===== src/rtl/coeff_deserializer.sv =====
// coeff_deserializer: gathers serial 13-bit DCT coefficients into 8-wide frames for the IDCT.
// Revision 1.0 - initial release.
`default_nettype none

module coeff_deserializer #(
  parameter int WIDTH = 13,
  parameter int N     = 8
) (
  input  logic             clk,
  input  logic             rst_n,
  input  logic [WIDTH-1:0] din,
  input  logic             in_valid,
  input  logic             in_sof,
  output logic             in_ready,
  output logic [WIDTH-1:0] dout0,
  output logic [WIDTH-1:0] dout1,
  output logic [WIDTH-1:0] dout2,
  output logic [WIDTH-1:0] dout3,
  output logic [WIDTH-1:0] dout4,
  output logic [WIDTH-1:0] dout5,
  output logic [WIDTH-1:0] dout6,
  output logic [WIDTH-1:0] dout7,
  output logic             out_valid,
  input  logic             out_ready,
  output logic             err_sof
);

  typedef enum logic {
    EMPTY = 1'b0,
    HOLD  = 1'b1
  } ostate_t;

  ostate_t          state;
  ostate_t          state_nxt;
  logic [2:0]       cnt;
  logic             col_full;
  logic [WIDTH-1:0] col   [N];
  logic [WIDTH-1:0] obank [N];

  logic       accept;
  logic       restart;
  logic [2:0] idx;
  logic       complete;
  logic       out_free;
  logic       load_new;
  logic       drain;
  logic       stall;

  assign in_ready = !col_full;
  assign accept   = in_valid && in_ready;
  // A start-of-frame always writes slot 0; it only flags an error if a partial frame is dropped.
  assign idx      = in_sof ? 3'd0 : cnt;
  assign restart  = accept && in_sof && (cnt != 3'd0);
  assign complete = accept && (idx == 3'(N-1));

  always_comb begin
    state_nxt = state;
    out_free  = (state == EMPTY) || out_ready;
    load_new  = complete && out_free;
    drain     = col_full && out_ready;
    stall     = complete && !out_free;
    case (state)
      EMPTY:   if (load_new) state_nxt = HOLD;
      HOLD:    if (out_ready && !load_new && !drain) state_nxt = EMPTY;
      default: state_nxt = EMPTY;
    endcase
  end

  always_ff @(posedge clk or negedge rst_n) begin
    if (!rst_n) begin
      state    <= EMPTY;
      cnt      <= 3'd0;
      col_full <= 1'b0;
      err_sof  <= 1'b0;
      for (int i = 0; i < N; i++) begin
        col[i]   <= '0;
        obank[i] <= '0;
      end
    end else begin
      state   <= state_nxt;
      err_sof <= restart;
      if (accept) begin
        col[idx] <= din;
        cnt      <= (idx == 3'(N-1)) ? 3'd0 : idx + 3'd1;
      end
      if (stall) col_full <= 1'b1;
      else if (drain) col_full <= 1'b0;
      // The final beat of a frame bypasses the collect bank when the output bank is free.
      if (load_new || drain) begin
        for (int i = 0; i < N-1; i++) obank[i] <= col[i];
        obank[N-1] <= load_new ? din : col[N-1];
      end
    end
  end

  assign out_valid = (state == HOLD);
  assign dout0 = obank[0];
  assign dout1 = obank[1];
  assign dout2 = obank[2];
  assign dout3 = obank[3];
  assign dout4 = obank[4];
  assign dout5 = obank[5];
  assign dout6 = obank[6];
  assign dout7 = obank[7];

endmodule

`default_nettype wire

===== config.mk =====
export PLATFORM = sky130hd
export DESIGN_NAME = coeff_deserializer
export DESIGN_NICKNAME = d
export VERILOG_FILES = /design/src/rtl/coeff_deserializer.sv
export SDC_FILE = /design/constraint.sdc
export NUM_CORES = 1
export LEC_CHECK = 0
export CAP_MARGIN = 10
export CORE_MARGIN = 2
export CORE_UTILIZATION = 54
export DETAILED_ROUTE_END_ITERATION = 6
export PLACE_DENSITY = 0.89
export SETUP_SLACK_MARGIN = 0.1
export SYNTH_ARGS = -nofsm -noshare
export SYNTH_HDL_FRONTEND = slang
export SYNTH_SLANG_ARGS = --single-unit

===== constraint.sdc =====
create_clock -name clk -period 2.91 [get_ports clk]
set_input_delay 0.582 -clock clk [delete_from_list [all_inputs] [get_ports clk]]
set_output_delay 0.582 -clock clk [all_outputs]
set_load 0.005 [all_outputs]

# Word-level counts from Yosys, hierarchy flattened

Cells that the tools add are included.

Bits in registers: 214
Output and inout bits: 107
Logic and storage cells: 55

Add/sub/neg operators: 1
Order comparisons: 2
Eq/ne operators: 1
Muxes and demuxes: 11
Bitwise gates (word level): 2
Reductions and logical operators: 18

Operators with widths:

| cell                | count |
|---|---|
| $bwmux 104          | 1 |
| $demux 13 s3        | 1 |
| $mux 13             | 2 |
| $logic_and 1x1->1   | 10 |
| $mux 3              | 2 |
| $ge 4x4->1 const B  | 1 |
| $logic_not 1->1     | 4 |
| $lt 4x1->1 const B  | 1 |
| $mux 1              | 4 |
| $not 3->4           | 1 |
| $add 3x1->3 const B | 1 |
| $eq 3x3->1 const B  | 1 |
| $reduce_bool 3->1   | 1 |
| $logic_or 1x1->1    | 2 |
| $pmux 1 s2          | 1 |
| $reduce_bool 2->1   | 1 |
| $not 1->1           | 1 |

# Longest topological paths before layout

Depth in word-level cells: 9
Gate-level depth with buffers: 8
Mapped depth without buffers: 6

# Worst setup path after synthesis

No wires, ideal clock.

Path kind: input-to-reg
From: input in_sof
To: register obank, in the netlist dout0[0]
Setup time: 125 ps
Data arrival time: 2,209 ps
Slack: 577 ps
Stages on the path: 8
Path buffers: 2
Cell sequence: and2b_2 -> ha_1 -> ha_1 -> and2_1 -> o22ai_1 -> buf_2 -> buf_2 -> mux2_2

Word-level cells in the longest chain between the ends: 5

Ends and longest elaborated chain:

| what                            | line | text |
|---|---|---|
| from (decl)                     | 13   | `input logic in_sof,` |
| $mux 3                          | 52   | `assign idx = in_sof ? 3'd0 : cnt;` |
| $eq 3x3->1                      | 54   | `assign complete = accept && (idx == 3'(N-1));` |
| $logic_and 1x1->1               | 54   |  |
| $logic_and 1x1->1               | 59   | `load_new = complete && out_free;` |
| $logic_or 1x1->1                | 89   | `if (load_new \|\| drain) begin` |
| to (signal, indexed assignment) | 91   | `obank[N-1] <= load_new ? din : col[N-1];` |
| to (decl)                       | 38   | `logic [WIDTH-1:0] obank [N];` |

No other way between the ends.
A chain may end at the register's enable or synchronous reset.

# Worst setup path after layout

From: input in_sof
To: register obank, in the netlist dout5[10]

The elaborated chain is that of the path after synthesis.

==> reports/metrics.cfg <==
[setup_path]
cp_cell_sequence = clkdlybuf4s50_1 > and2b_2 > ha_1 > ha_1 > and2_1 > o22ai_4 > buf_12 > mux2_2
crit_slowest_cell = clkdlybuf4s50_1
startpoint_type = input port
cp.arrival_ps = 2860
cpPeakStageDelay_ps = 490
cp.depth = 8
worstRegToRegCells = 7
cp-end-kind = register
critical_path_class = input port to register
cp_max_fo = 64
critical_path_required_ps = 3280
critPathBufInv = 2
cpMostUsedCell = ha_1
crit_family = buffers and inverters

[logic_synthesis]
syn-instance-count = 494
seq_area_frac_synth_pct = 65.09
yosys.area.top_type = dfrtp_1
ys_types = 23
synth_top_cells_by_area = dfrtp_1 (65%), mux2_2 (31%), buf_2 (1.1%)
avgSynthCellArea_um2 = 16.66
yosysWarningCount = 0
yosys.area.top_type_share_pct = 65.09
synthesis.area_um2 = 8228
synth_seq_cells = 214
synth_fp_nets = 514

[clock_network]
cts.hold.buffers_added = 0
post_cts_buffers = 0
clkSinkCount = 214
numCtsBuffers = 21
htreeDepth = 1
cts_root_buf = clkbuf_16
path_clk_slew_ps = 60
max-clock-path-buffers = 3
cts_tree = built
ctsResizeCount = 0
clk_latency_ps = 490

[floorplan]
die_y_um = 127.4
ios = 125
core_um2 = 15030
dieArea_um2 = 16240
chipWidth_um = 127.4
row_count = 45
start_util_pct = 54.73

[cells_and_area]
fillers = 942
instances_no_fill = 841
fin_nets = 658
antenna_cells = 0
fin_util_pct = 70.25
area_growth_pct = 28.36
drive_above_1_share_pct = 44.10
design_area_um2 = 10560

[detailed_routing]
wl_per_cell_um = 20.85
routed_via_density = 5.486
dr.first_iter.drc_count = 259
first_pass_iters = 4
vias = 4614
drc = 0
routed_wl_um = 17540
ant_nets = 0

[grt]
grt_antenna_before_repair = 0
grt_pass1_wl_um = 27600
grt_usage_pct = 21.96
grt_max_degree = 86
overflow = 0
grt_pass1_vias = 5087

[placed_design]
dp.cells = 803
port-buffer-count = 124
gp_congestion = 0.8114
dp_slack_ps = -66.15
place_area_um2 = 9796
hpwl_um = 11480

[timing]
min_period_ps = 2488
min_period_over_period_pct = 85.51
rsz0062_at_grt = false
layout_setup_ws_ps = 421.8
slew_violations = 0
hold_viol_final = 0
worst_pin_slew_ps = 864.1
finalSetupViolations = 0
finalClockSkew_ps = 5.087
relSlewSlack_pct = 42.38
fmax_mhz = 401.9

[power_and_ir_drop]
total_power_mw = 8.414
power.leakage_nw = 5.077
ir_worst_vdd_mv = 0.4270
power.density_nw_per_um2 = 796.7

[job]
cap_violations = 0

[hold_path]
hold_path_class = input port to async pin

[outcome]
status = finished clean

## cell usage in the layout (no fill, tap or decap), drive strengths merged, types with 2 or more instances in the layout
master	Yosys	layout
clkdlybuf4s50	0	123
nor2	4	4
inv	1	2
bufinv	0	3
dfrtp	214	214
mux2	224	224
and3	2	2
clkinv	0	2
and2b	3	3
nand2	9	9
ha	2	2
buf	22	19
clkbuf	0	33
nor2b	3	3
## report_power, final
| part | total, mW | switching, mW | internal [mW] |
|---|---|---|---|
| combinational | 1.35 | 0.451 | 0.899 |
| clock | 2.93 | 1.10 | 1.82 |
| sequential | 4.14 | 0.418 | 3.72 |
| total | 8.41 | 1.97 | 6.44 |
## metal layers
| metal | vias to the layer above | global-route usage [%] | wire, um |
|---|---|---|---|
| met5 | - | 0 | 0 |
| met4 | 0 | 7.757 | 472 |
| met3 | 43 | 4.104 | 769 |
| met2 | 110 | 36.90 | 8664 |
| met1 | 2427 | 28.95 | 7630 |
| li1 | 2034 | - | - |
## cells by family after synthesis
logic type / Yosys count / synth area share [%]
muxes: 224 / 30.66
DFF: 214 / 65.09
and+or+nand+nor: 27 / 1.962
buffers and inverters: 23 / 1.642
AOI/OAI and AO/OA: 4 / 0.3498
adders and majority gates: 2 / 0.3041
## synthesized netlist by cell type
| master | count |
|---|---|
| nor4b_2 | 1 |
| buf_8 | 1 |
| and3_1 | 2 |
| nor3_1 | 1 |
| nand3_2 | 1 |
| dfrtp_1 | 214 |
| and4bb_2 | 1 |
| a21oi_1 | 1 |
| and2b_2 | 3 |
| nor2_1 | 4 |
| nand2_1 | 9 |
| buf_2 | 18 |
| buf_6 | 1 |
| ha_1 | 2 |
| nor2b_1 | 3 |
| a22o_1 | 1 |
| o21ai_2 | 1 |
| inv_1 | 1 |
| buf_4 | 2 |
| mux2_2 | 224 |
| and2_1 | 1 |
| o22ai_1 | 1 |
| nand2b_1 | 1 |
## per-stage QoR
stage / hold WS (ps) / TNS [ps]
2_1_floorplan: 286.4 / 0
4_1_cts: 56.64 / 0
6_report: 32.85 / 0
5_1_grt: 67.96 / 0
3_3_place_gp: 481.3 / -110.8
3_5_place_dp: 484.1 / -3057
## state kept, by name, summed over array words and instances, names as in the netlist
register / flops
dout3: 13
dout1: 13
dout6: 13
out_valid: 1
dout2: 13
col: 104
cnt: 3
dout4: 13
err_sof: 1
col_full: 1
dout0: 13
dout5: 13
dout7: 13
## worst reg2reg max path, stage by stage, from the launching register on
cell and delay [ps]:
dfrtp_1 450, and2b_2 230, ha_1 190, ha_1 190
and2_1 200, o22ai_4 200, buf_12 330, mux2_2 450
## worst paths after layout
kind / startpoint / to / slack (ps)
setup / recovery: in_sof / dout5[10] / 420
hold reg to reg: col[40] / col[40] / 500
setup reg to reg: cnt[0] / dout5[10] / 550
min in group clk: col[40] / col[40] / 500
max in group asynchronous: rst_n / dout1[9] / 2040
hold / removal: rst_n / dout1[10] / 30
## final cells by class
type	count	area [um^2]	share of cell area [%]
clock inverters	6	108.9	1.031
flip-flops and latches	214	5355	50.70
well taps	188	235.2	2.227
clock buffers	32	656.9	6.220
repair buffers	143	1450	13.73
inverters	1	3.754	0.03554
multi-input cells	257	2751	26.05
No activity file was read; power rests on OpenSTA's default activity.
